## config.mk

```make
export PLATFORM = sky130hd
export DESIGN_NAME = cla_carry_sequencer
export DESIGN_NICKNAME = d
export VERILOG_FILES = /design/src/rtl/cla_pkg.sv /design/src/rtl/cla_gp_slice.sv /design/src/rtl/cla_carry_sequencer.sv
export SDC_FILE = /design/constraint.sdc
export NUM_CORES = 1
export LEC_CHECK = 0
export CORE_ASPECT_RATIO = 1.2
export CORE_MARGIN = 1.5
export CORE_UTILIZATION = 46
export DETAILED_ROUTE_END_ITERATION = 16
export PLACE_DENSITY_LB_ADDON = 0.15
export SLEW_MARGIN = 10
export SYNTH_ARGS = -nofsm -noshare
export SYNTH_HDL_FRONTEND = slang
export SYNTH_SLANG_ARGS = --single-unit
```

## constraint.sdc

```tcl
create_clock -name clk -period 2.15 [get_ports clk]
set_input_delay 0.3225 -clock clk [delete_from_list [all_inputs] [get_ports clk]]
set_output_delay 0.3225 -clock clk [all_outputs]
set_load 0.02 [all_outputs]
```

## src/rtl/cla_pkg.sv

```systemverilog
// Shared types and helpers for the carry-lookahead carry sequencer.
// Pure declarations; no timing of its own.
// No flow control of its own; used by the sequencer and its G/P cell.
package cla_pkg;

  // Sequencer control states.
  typedef enum logic [1:0] {
    IDLE = 2'd0,
    RUN  = 2'd1,
    DONE = 2'd2
  } cla_state_e;

  // Default group size handled by the shared G/P cell.
  localparam int SLICE_DEFAULT = 4;

  // Width of the slice index counter.
  // A single-slice word still needs a one-bit index.
  function automatic int idx_width(input int nslice);
    return (nslice > 1) ? $clog2(nslice) : 1;
  endfunction

endpackage

```

## src/rtl/cla_gp_slice.sv

```systemverilog
// Group generate/propagate cell for one SLICE-bit operand slice.
// Purely combinational, zero cycles.
// No flow control; the sequencer decides when its output is used.
module cla_gp_slice #(
  parameter int SLICE = 4
) (
  input  logic [SLICE-1:0] a_i,
  input  logic [SLICE-1:0] b_i,
  output logic             g_o,
  output logic             p_o
);

  logic [SLICE-1:0] bit_g;
  logic [SLICE-1:0] bit_p;
  logic             term;

  // Inclusive-OR propagate keeps the group P usable for carry chaining.
  assign bit_g = a_i & b_i;
  assign bit_p = a_i | b_i;
  assign p_o   = &bit_p;

  // Lookahead generate: bit i's generate reaches the slice top only if every higher bit propagates.
  always_comb begin
    g_o  = 1'b0;
    term = 1'b0;
    for (int i = 0; i < SLICE; i++) begin
      term = bit_g[i];
      for (int j = i + 1; j < SLICE; j++) begin
        term = term & bit_p[j];
      end
      g_o = g_o | term;
    end
  end

endmodule

```

## src/rtl/cla_carry_sequencer.sv

```systemverilog
// Walks one shared G/P cell across WIDTH/SLICE slices to form cout, group G and group P.
// Latency: accept at edge k, out_valid rises after edge k+NSLICE; back-to-back period NSLICE+2.
// Backpressure: in_ready only in IDLE; the result is held stable in DONE until out_ready.
module cla_carry_sequencer
  import cla_pkg::*;
#(
  parameter int WIDTH = 16,
  parameter int SLICE = SLICE_DEFAULT
) (
  input  logic             clk,
  input  logic             rst_n,
  input  logic             in_valid,
  output logic             in_ready,
  input  logic [WIDTH-1:0] a,
  input  logic [WIDTH-1:0] b,
  input  logic             cin,
  output logic             out_valid,
  input  logic             out_ready,
  output logic             cout,
  output logic             grp_g,
  output logic             grp_p
);

  localparam int              NSLICE   = WIDTH / SLICE;
  localparam int              IW       = idx_width(NSLICE);
  localparam logic [IW-1:0]   LAST_IDX = IW'(NSLICE - 1);

  cla_state_e       state_q;
  logic [WIDTH-1:0] a_q;
  logic [WIDTH-1:0] b_q;
  logic             c_q;
  logic             gacc_q;
  logic             pacc_q;
  logic [IW-1:0]    idx_q;
  logic             in_ready_q;
  logic             out_valid_q;

  logic [SLICE-1:0] a_slc;
  logic [SLICE-1:0] b_slc;
  logic             slc_g;
  logic             slc_p;

  logic             c_d;
  logic             gacc_d;
  logic             pacc_d;
  logic [IW-1:0]    idx_d;
  logic             last_slc;

  // Steer the captured operand slice picked by idx into the shared cell.
  always_comb begin
    a_slc = '0;
    b_slc = '0;
    for (int s = 0; s < NSLICE; s++) begin
      if (idx_q == IW'(s)) begin
        a_slc = a_q[s*SLICE +: SLICE];
        b_slc = b_q[s*SLICE +: SLICE];
      end
    end
  end

  cla_gp_slice #(
    .SLICE (SLICE)
  ) u_gp_slice (
    .a_i (a_slc),
    .b_i (b_slc),
    .g_o (slc_g),
    .p_o (slc_p)
  );

  // Fold the current slice's G/P into the carry and the running group terms.
  always_comb begin
    c_d      = slc_g | (slc_p & c_q);
    gacc_d   = slc_g | (slc_p & gacc_q);
    pacc_d   = pacc_q & slc_p;
    idx_d    = idx_q + IW'(1);
    last_slc = (idx_q == LAST_IDX);
  end

  // Control FSM: capture in IDLE, one slice per cycle in RUN, hold result in DONE.
  always_ff @(posedge clk) begin
    if (!rst_n) begin
      state_q     <= IDLE;
      in_ready_q  <= 1'b1;
      out_valid_q <= 1'b0;
      a_q         <= '0;
      b_q         <= '0;
      c_q         <= 1'b0;
      gacc_q      <= 1'b0;
      pacc_q      <= 1'b0;
      idx_q       <= '0;
    end else begin
      case (state_q)
        IDLE: begin
          if (in_valid) begin
            a_q        <= a;
            b_q        <= b;
            c_q        <= cin;
            gacc_q     <= 1'b0;
            pacc_q     <= 1'b1;
            idx_q      <= '0;
            in_ready_q <= 1'b0;
            state_q    <= RUN;
          end
        end
        RUN: begin
          c_q    <= c_d;
          gacc_q <= gacc_d;
          pacc_q <= pacc_d;
          // Hold idx on the top slice so it never wraps.
          if (last_slc) begin
            out_valid_q <= 1'b1;
            state_q     <= DONE;
          end else begin
            idx_q <= idx_d;
          end
        end
        DONE: begin
          if (out_ready) begin
            out_valid_q <= 1'b0;
            in_ready_q  <= 1'b1;
            state_q     <= IDLE;
          end
        end
        default: begin
          state_q     <= IDLE;
          in_ready_q  <= 1'b1;
          out_valid_q <= 1'b0;
          idx_q       <= '0;
        end
      endcase
    end
  end

  assign in_ready  = in_ready_q;
  assign out_valid = out_valid_q;
  assign cout      = c_q;
  assign grp_g     = gacc_q;
  assign grp_p     = pacc_q;

endmodule

```

# Word level (Yosys, flattened, before mapping)

Index checks and enable logic that the tools add are counted.

$add $sub $neg: 1
Equality and inequality tests: 9
Multiplexer cells: 26
Bitwise logic cells: 19
Reduce and logical (&&, ||, !) cells: 10

Operators by type and width:

| operator                                            | count |
|---|---|
| two-way mux 4 bit                                   | 8 |
| case mux 2 bit (3 select lines)                     | 2 |
| AND reduction 3 bit                                 | 4 |
| two-way mux 2 bit                                   | 5 |
| bitwise AND 1 bit                                   | 9 |
| inequality test 2 bit, second input constant        | 4 |
| equality test 2 bit, second input constant          | 3 |
| two-way mux 1 bit                                   | 6 |
| case mux 1 bit (2 select lines)                     | 3 |
| case mux 1 bit (3 select lines)                     | 2 |
| OR 1 bit                                            | 5 |
| bitwise AND 4 bit                                   | 1 |
| equality test 2 x 1 -> 1 bit, second input constant | 2 |
| zero test 2 bit                                     | 2 |
| OR 4 bit                                            | 1 |
| AND reduction 2 bit                                 | 2 |
| AND reduction 4 bit                                 | 1 |
| NOT 1 bit                                           | 3 |
| adder 2 x 1 -> 2 bit, second input constant         | 1 |
| nonzero test 2 bit                                  | 1 |

Register bits after elaboration: 41

# Longest topological paths before layout

Gate-level depths: netlist of run 1.

Depth after elaboration: 14
Mapped depth: 10
Gate-level depth less buffers: 8

# Modules after synthesis

A second synthesis of run 1 with hierarchy kept.

Cell total of the unflattened synthesis: 254
Area, all modules: 2030.7 um^2

By module, submodules not included:

| module              | instances | cells an instance | area an instance (um^2) |
|---|---|---|---|
| cla_carry_sequencer | 1         | 246               | 1976.9 |
| cla_gp_slice        | 1         | 8                 | 53.8 |

# Worst setup path after synthesis of run 1

Ideal clock, no wire load.

Path type: register to register
Start point: register idx_q[1]
End point: register c_q, in the netlist cout
Setup time: 122 ps
Arrival time: 1979 ps
Setup slack: 50 ps
Cell stages (with the launch flop): 10
Clock period less this slack: 2100 ps
Cells stage by stage: dfxtp_1 -> inv_1 -> ha_1 -> buf_6 -> a211oi_2 -> a211oi_1 -> and2_4 -> maj3_2 -> a32o_1 -> a221o_1

Cells in the longest elaborated chain, start to end: 14

RTL lines:

| item                                          | line                                   | text |
|---|---|---|
| from (decl)                                   | cla_carry_sequencer.sv:34              | `logic [IW-1:0] idx_q;` |
| from (signal assigned)                        | cla_carry_sequencer.sv:114             | `idx_q <= idx_d;` |
| zero test 2 bit                               | cla_carry_sequencer.sv:54              | `if (idx_q == IW'(s)) begin` |
| two-way mux 4 bit (4 in series)               | cla_carry_sequencer.sv:54              |  |
| bitwise AND 4 bit or OR 4 bit (tied branches) | cla_gp_slice.sv:18, cla_gp_slice.sv:19 |  |
| bitwise AND 1 bit (3 in series)               | cla_gp_slice.sv:29                     | `term = term & bit_p[j];` |
| OR 1 bit (3 in series)                        | cla_gp_slice.sv:31                     | `g_o = g_o \| term;` |
| OR 1 bit (*)                                  | cla_carry_sequencer.sv:72              | `c_d = slc_g \| (slc_p & c_q);` |
| case mux 1 bit (2 select lines) (*)           | cla_carry_sequencer.sv:92              | `case (state_q)` |
| to (signal assigned)                          | cla_carry_sequencer.sv:97              | `c_q <= cin;` |
| to (decl)                                     | cla_carry_sequencer.sv:31              | `logic c_q;` |

Every way passes the cells marked *; elsewhere a longest branch is shown, timed or not.
A chain may end at the register's enable or synchronous reset.

# Final worst setup path of run 1

Start point: register idx_q[0]
End point: register c_q, in the netlist cout

Same word-level chain as after synthesis.

==> results of run 1 <==
-- flip-flops by register name (all words and copies together) (netlist names) --
signal and flops:
a_q 16, b_q 16, idx_q 2, state_q 2, cout 1, grp_g 1
grp_p 1, in_ready 1, out_valid 1
-- area by class of cell --
class                           instances  area (um^2)  share of cell area [%]
Multi-Input combinational cell        192         1190                    43.3
Sequential cell                        41          828                    30.2
Timing Repair Buffer                   59          546                    19.9
Clock buffer                            7         86.3                    3.15
Tap cell                               56         70.1                    2.56
Inverter                                6         22.5                   0.822
-- worst register-to-register path, cell delays in order (launching register included) --
cell	delay, ns
dfxtp_4	0.38
ha_4	0.18
buf_4	0.15
a211oi_2	0.21
a211oi_2	0.10
and2_4	0.17
maj3_2	0.30
a32o_2	0.25
a221o_1	0.26
-- power by group --
| group | internal (mW) | switching, mW |
|---|---|---|
| registers | 0.801 | 0.0289 |
| clock network | 0.255 | 0.250 |
| logic | 0.160 | 0.131 |
| total | 1.22 | 0.410 |
-- stage by stage --
| stage | instances | util [%] | setup slack (ns) | hold WS, ns |
|---|---|---|---|---|
| after global routing | 361 | 64.3 | -0.00169 | 0.492 |
| final | 361 | 64.3 | 0.0501 | 0.466 |
| after floorplan | 256 | - | 0.0498 | 0.443 |
| after CTS | 360 | 62.4 | 0.00243 | 0.468 |
| after detailed placement | 353 | 60.0 | -0.0629 | 0.458 |
| after global placement | 353 | 60.0 | 0.00442 | 0.452 |
-- cells by family (layout without fill, tap and decap cells) --
kind of cell | count (synthesis) | in the layout | synth area share (%)
mux | 2 | 2 | 0.983
fa+ha+maj | 5 | 5 | 3.01
buf+inv | 23 | 72 | 5.35
xor+xnor | 1 | 1 | 0.430
compound gates | 72 | 72 | 26.7
flops | 41 | 41 | 40.3
simple gates | 112 | 112 | 23.2
-- metal layers --
| metal | global-route usage, % | vias to the layer above | routed length, um |
|---|---|---|---|
| met4 | 8.45 | 0 | 92 |
| li1 | - | 964 | - |
| met1 | 22.5 | 855 | 2020 |
| met2 | 37.7 | 29 | 2410 |
| met3 | 5.02 | 8 | 162 |
| met5 | 0 | - | 0 |
-- path summary, 6_finish.rpt --
kind | startpoint | slack, ns | cells past startpoint | end
min | a_q[6] | 0.47 | 2 | a_q[6]
max reg2reg | idx_q[0] | 0.05 | 8 | cout
min reg2reg | a_q[6] | 0.47 | 2 | a_q[6]
max | idx_q[0] | 0.05 | 8 | cout
-- what timing repair did --
action,4_1_cts,5_1_grt
endpoints found under the setup margin,2,3
buffers inserted,0,1
pin swaps,0,7
gates resized for setup,5,17
hold buffers,0,0
-- cell usage in the layout, fill, tap and decap left out, drive strengths merged, types with 3 or more instances in the layout --
cell type      Yosys  routed
nand2             82      82
clkdlybuf4s50      0      41
dfxtp             41      41
a21boi            35      35
buf                6      18
nor2              12      12
clkbuf            11       7
a2bb2oi            6       6
o21ai              6       6
inv                6       6
nand3              4       4
a21oi              4       4
nor2b              4       4
ha                 4       4
a22oi              4       4
a211oi             4       4
nor3b              3       3
==> metrics list, run 1 <==
- The signal on the critical path passes through ha_4 > buf_4 > a211oi_2 > a211oi_2 > and2_4 > maj3_2 > a32o_2 > a221o_1.
- TritonCTS built the clock tree.
* Post-route clock skew: about 0.0065 ns
* GRT Overall Usage: 20.3%
* Placeable core region: 0.00426 mm^2
- The total overflow left after global routing is 0.
- Cell variety after synth: 39
- Compared with the post-synthesis result, the final layout area differs by 34.5%.
- Antenna-violating nets left: 0
* Leakage Power: approximately 1.0 nW
- Synth Net Count: 297
* Most common cell in the netlist: nand2_1
- The critical path in this run is classified as flop to flop.
* Clk sink count: 41
- The first global-routing pass estimated around 7.6 mm of wire.
- Summing internal, switching and leakage power gives about 1.6 mW.
- Total of flip-flops plus latches after synthesis: a little over 40
- The via count of the first global-routing pass was between 1,500 and 2,000.
* Fraction of layout instances using a drive strength above 1: ~14%
* Deepest level of the CTS H-tree: 2
- The die is between 70 and 80 um tall.
* Placement row count: 26
* DRC violations left: 0
- After detailed routing, the total wire length is approximately 4.7 mm.
- Drt first-iter violations: 77
- Pin count of the biggest net entering global routing: 28
- Setup violations remaining at the end of the flow were counted as 0.
- Detailed-placement wirelength estimate: ~3.5 mm
* Total CTS buffers: 5
* Peak supply drop: roughly 350 uV
- Largest cells by area after synthesis: dfxtp_1, nand2_1, a21boi_0
* Gate Count Post-Synth: 256
* Count of fill cells added during filler insertion: slightly below 400
* CP max stage cell: dfxtp_4
- The final route contains around 1,900 vias.
- Share of synthesized area occupied by flip-flops and latches: between 40% and 50%
- For this run, asynchronously set or reset flops after synthesis account for 0%.
- Summed over all instances, the cell type with the most area after synthesis is dfxtp_1.
* Mean post-synth cell area: 7.95 um^2
- The cell that appears most often on the critical path is a211oi_2.
* Number of buffers on the longest clock path: 2
* Buffers on Ports: 41
* Actual slew at the worst max-slew pin: 0.387 ns
- 0 antenna diodes ended up in the layout.
- Post-Layout Inst Area: between 0.002 and 0.003 mm^2
- Die Wd: between 60 and 70 um
- Family with the most delay on the worst path: compound AO/OA/AOI/OAI gates
- Critical path buffers and inverters: 1
* Number of synthesized flops with an enable pin: 0
* Final Critical Period: about 2.1 ns
- Number of maximum-capacitance violations: 0
* Stage delay of the slowest cell on the critical path: around 0.38 ns
- I/O pin count: between 40 and 50
- First drt pass iteration count: 4
* Net count reported at finish: 346
- In the routed layout, each cell is associated on average with a via count of 5.14.
- Max-slew violations: 0
- The clock reaches the later pin of the worst-skew pair after 0.29 ns.
* Remaining max-slew budget at the tightest pin: ~74%
- The worst setup path is captured at a flop.
- Arrival time at the worst endpoint: about 2.3 ns
- In this run the power density over the cells is roughly 590 mW/mm^2.
- STA classifies the critical path startpoint as a flop.
- Antenna violations before repair: 0
- Starting density of the core: a little under half
- Post-CTS clock slew at the launch and capture registers of the worst setup and hold paths: approximately 0.080 ns
- The flow ran to the end, and the final reports show no timing, DRC or antenna violations.
- At the worst endpoint, the required time is between 2 and 2.5 ns.
* Wire per inst: approximately 13 um
* Largest fanout on the critical path: 6
- Clock tree synthesis selected as its root buffer the cell clkbuf_8.
* Synth Flop Type: dfxtp_1
- Die Footprint: ~0.0048 mm^2
* Netlist area before placement: between 0.002 and 0.0025 mm^2
- Setup TNS: 0 ns
- Final period util: a little over nine tenths
- The final count of hold timing violations is 0.
- Warnings from Yosys: 0
* Cell types with the highest counts after synthesis: nand2_1, dfxtp_1, a21boi_0, clkbuf_1, nor2_1
* Fraction of post-synthesis cell area in the top cell type by area: between 40 and 50%
* Type of the most critical hold path: flop to flop
- Max Clk Rate: between 0.4 and 0.5 GHz
- Final estimated routing congestion in global placement: 0.809
- Area of placed instances: roughly 0.0026 mm^2
Power figures use the tool's default switching activity.
==> run 2: changes to the inputs <==
ABC_CLOCK_PERIOD_IN_PS = 2150   (was default)
SKIP_CTS_REPAIR_TIMING = 1   (was default)
==> run 2 against run 1 <==
  * Sequential share of layout area grew 0.14 points
  * Critical path depth is the same
  * Fmax grew 0.78%
  * Largest cell class unchanged
  * Highest routed layer unchanged
==> metrics list, run 2 (same netlist as run 1, synthesis figures left out) <==
* Outcome: finished clean
- Setup violations remaining at the end of the flow were counted as 0.
* Setup TNS: 0 ns
- Routability-driven placement finished with a final weighted congestion of ~0.81.
* I/O pin count: between 40 and 50
- At the worst endpoint, the required time is around 2.3 ns.
- Summed over all nets, the half-perimeter wirelength after detailed placement is between 3 and 4 mm.
- In this run the power density over the cells is between 500 and 600 mW/mm^2.
* Total grt overflow: 0
- The die covers 0.00483 mm^2.
- Summing all multi-input logic gate instances after layout gives about 0.0012 mm^2.
* Fraction of layout instances using a drive strength above 1: about 14%
* Commonest non-fill, non-tap cells in the layout: nand2_1, clkdlybuf4s50_1, dfxtp_1
- Antenna-violating nets left: 0
- Buffers on Ports: 41
- In this run, CTS created clock tree buffers numbering 5.
- Type of the most critical hold path: flop to flop
* Utilization of the core after routing: a little under two thirds
- The worst setup path is captured at a flop.
- The kind of cell with the highest combined delay along the critical path is compound AO/OA/AOI/OAI gates.
- Entering global routing, the biggest net connects 28 pins.
- Wire per inst: between 10 and 15 um
- Die extent in y: 75.9 um
- GRT Overall Usage: approximately a fifth
- Critical path buffers and inverters: 1
- After layout, the worst path uses 96.9% of the clock period.
- Number of global-route vias before repair: between 1,500 and 2,000
- Net count reported at finish: roughly 350
- For this block, the via count after detailed routing is approximately 1,900.
* Arrival time at the worst endpoint: approximately 2.3 ns
- Post-CTS clock slew at the launch and capture registers of the worst setup and hold paths: 0.08 ns
* Remaining max-slew budget at the tightest pin: ~74%
* Area overhead of the layout relative to synthesis: 33.9%
- The layout has 400 filler cells.
- After floorplanning, the core was divided into 26 placement rows.
* First drt pass iteration count: 4
- The final count of hold timing violations is 0.
- Actual slew at the worst max-slew pin: about 0.39 ns
- Counting stages on the worst path, the most repeated cell is a211oi_2.
- In the final layout, the registers with the most flip-flops are a_q: 16 flops, b_q: 16 flops.
- The analysis attributes to cell leakage a power of approximately 1.0 nW.
- Clk sink count: 41
* Largest fanout on the critical path: 7
- DRC violations left: 0
- The die is ~64 um wide.
- List of cells traversed by the critical path: inv_2 > ha_4 > a211oi_2 > a211oi_2 > and2_4 > maj3_2 > a32o_2 > a221o_1
- Using the TritonRoute via totals, the vias-per-cell ratio works out to 5.14.
- Post-route clock skew: 0.00616 ns
- Clock tree synthesis selected as its root buffer the cell clkbuf_8.
- The count of final max-slew check failures is 0.
* Drt first-iter violations: a little under 100
* Leading cell type in the layout, fill and taps excluded: nand2_1
- TritonCTS built the clock tree.
* Final non-filler cell total: 360
- For this design, the slowest cell found on the critical path is dfxtp_4.
* Final Critical Period: between 2 and 2.5 ns
- Max Clk Rate: ~0.48 GHz
* Cells after DPL: between 300 and 400
* Starting density of the core: 47.8%
- 0 antenna diodes ended up in the layout.
- Peak supply drop: ~350 uV
* Total wire length after detailed routing: approximately 4.6 mm
- For this run, the slowest stage of the critical path takes 0.40 ns.
- Setup Crit Path Kind: flop to flop
* Number of buffers on the longest clock path: 2
- Clock latency on the worst-skew pair, taken at its later pin, is between 0.2 and 0.3 ns.
- The first global-routing pass estimated about 7.5 mm of wire.
* Area taken by flip-flops and latches: just over 800 um^2
* Number of maximum-capacitance violations: 0
- The core region is 0.00426 mm^2.
* Type of origin of the critical path: flop
- The initial antenna violation count is 0.
- Deepest level of the CTS H-tree: 2
==> run 2: cell types whose count changed in the layout (fill, tap and decap cells not counted), sizes merged <==
| cell | delta |
|---|---|
| buf | -1 |
==> run 2: per-layer routing <==
metal  global-route usage (%)  vias to the layer above  part of all wire (%)
li1                         -                      962                     -
met1                     22.1                      848                    44
met2                     37.7                       33                    51
met3                     5.02                        8                   3.7
met4                     8.45                        0                   2.0
met5                        0                        -                     0
==> run 2: cell type report <==
| type | instances | share of cell area (%) |
|---|---|---|
| Timing Repair Buffer | 58 | 19.7 |
| Sequential cell | 41 | 30.4 |
| Tap cell | 56 | 2.57 |
| Multi-Input combinational cell | 192 | 43.3 |
| Inverter | 6 | 0.826 |
| Clock buffer | 7 | 3.17 |
==> run 2: worst register-to-register path, cell delays in order, from the launching register on <==
cell      delay [ns]
dfxtp_4         0.40
inv_2           0.08
ha_4            0.19
a211oi_2        0.21
a211oi_2        0.10
and2_4          0.17
maj3_2          0.30
a32o_2          0.28
a221o_1         0.26
==> run 2: final timing paths <==
kind / from / slack, ns / endpoint / cells past startpoint
worst max-delay path: idx_q[0] / 0.07 / cout / 8
worst min-delay path: a_q[6] / 0.47 / a_q[6] / 2
worst max register to register: idx_q[0] / 0.07 / cout / 8
worst min register to register: a_q[6] / 0.47 / a_q[6] / 2
==> run 2: power breakdown <==
| group | switching, mW | internal [mW] | leakage (nW) |
|---|---|---|---|
| combinational | 0.130 | 0.159 | 0.650 |
| clock | 0.250 | 0.255 | 0.0443 |
| sequential | 0.0295 | 0.801 | 0.338 |
==> run 2: per-stage QoR <==
stage | hold slack (ns) | power [mW] | worst slack, ns | cell area (um^2)
6_report | 0.466 | 1.62 | 0.0663 | 2730
5_1_grt | 0.492 | 1.70 | -0.00407 | 2730
4_1_cts | 0.468 | 1.62 | -0.0997 | 2640
3_5_place_dp | 0.458 | 1.13 | -0.0629 | 2560
3_3_place_gp | 0.452 | 1.12 | 0.00442 | 2560
2_1_floorplan | 0.443 | 0.995 | 0.0498 | 2040
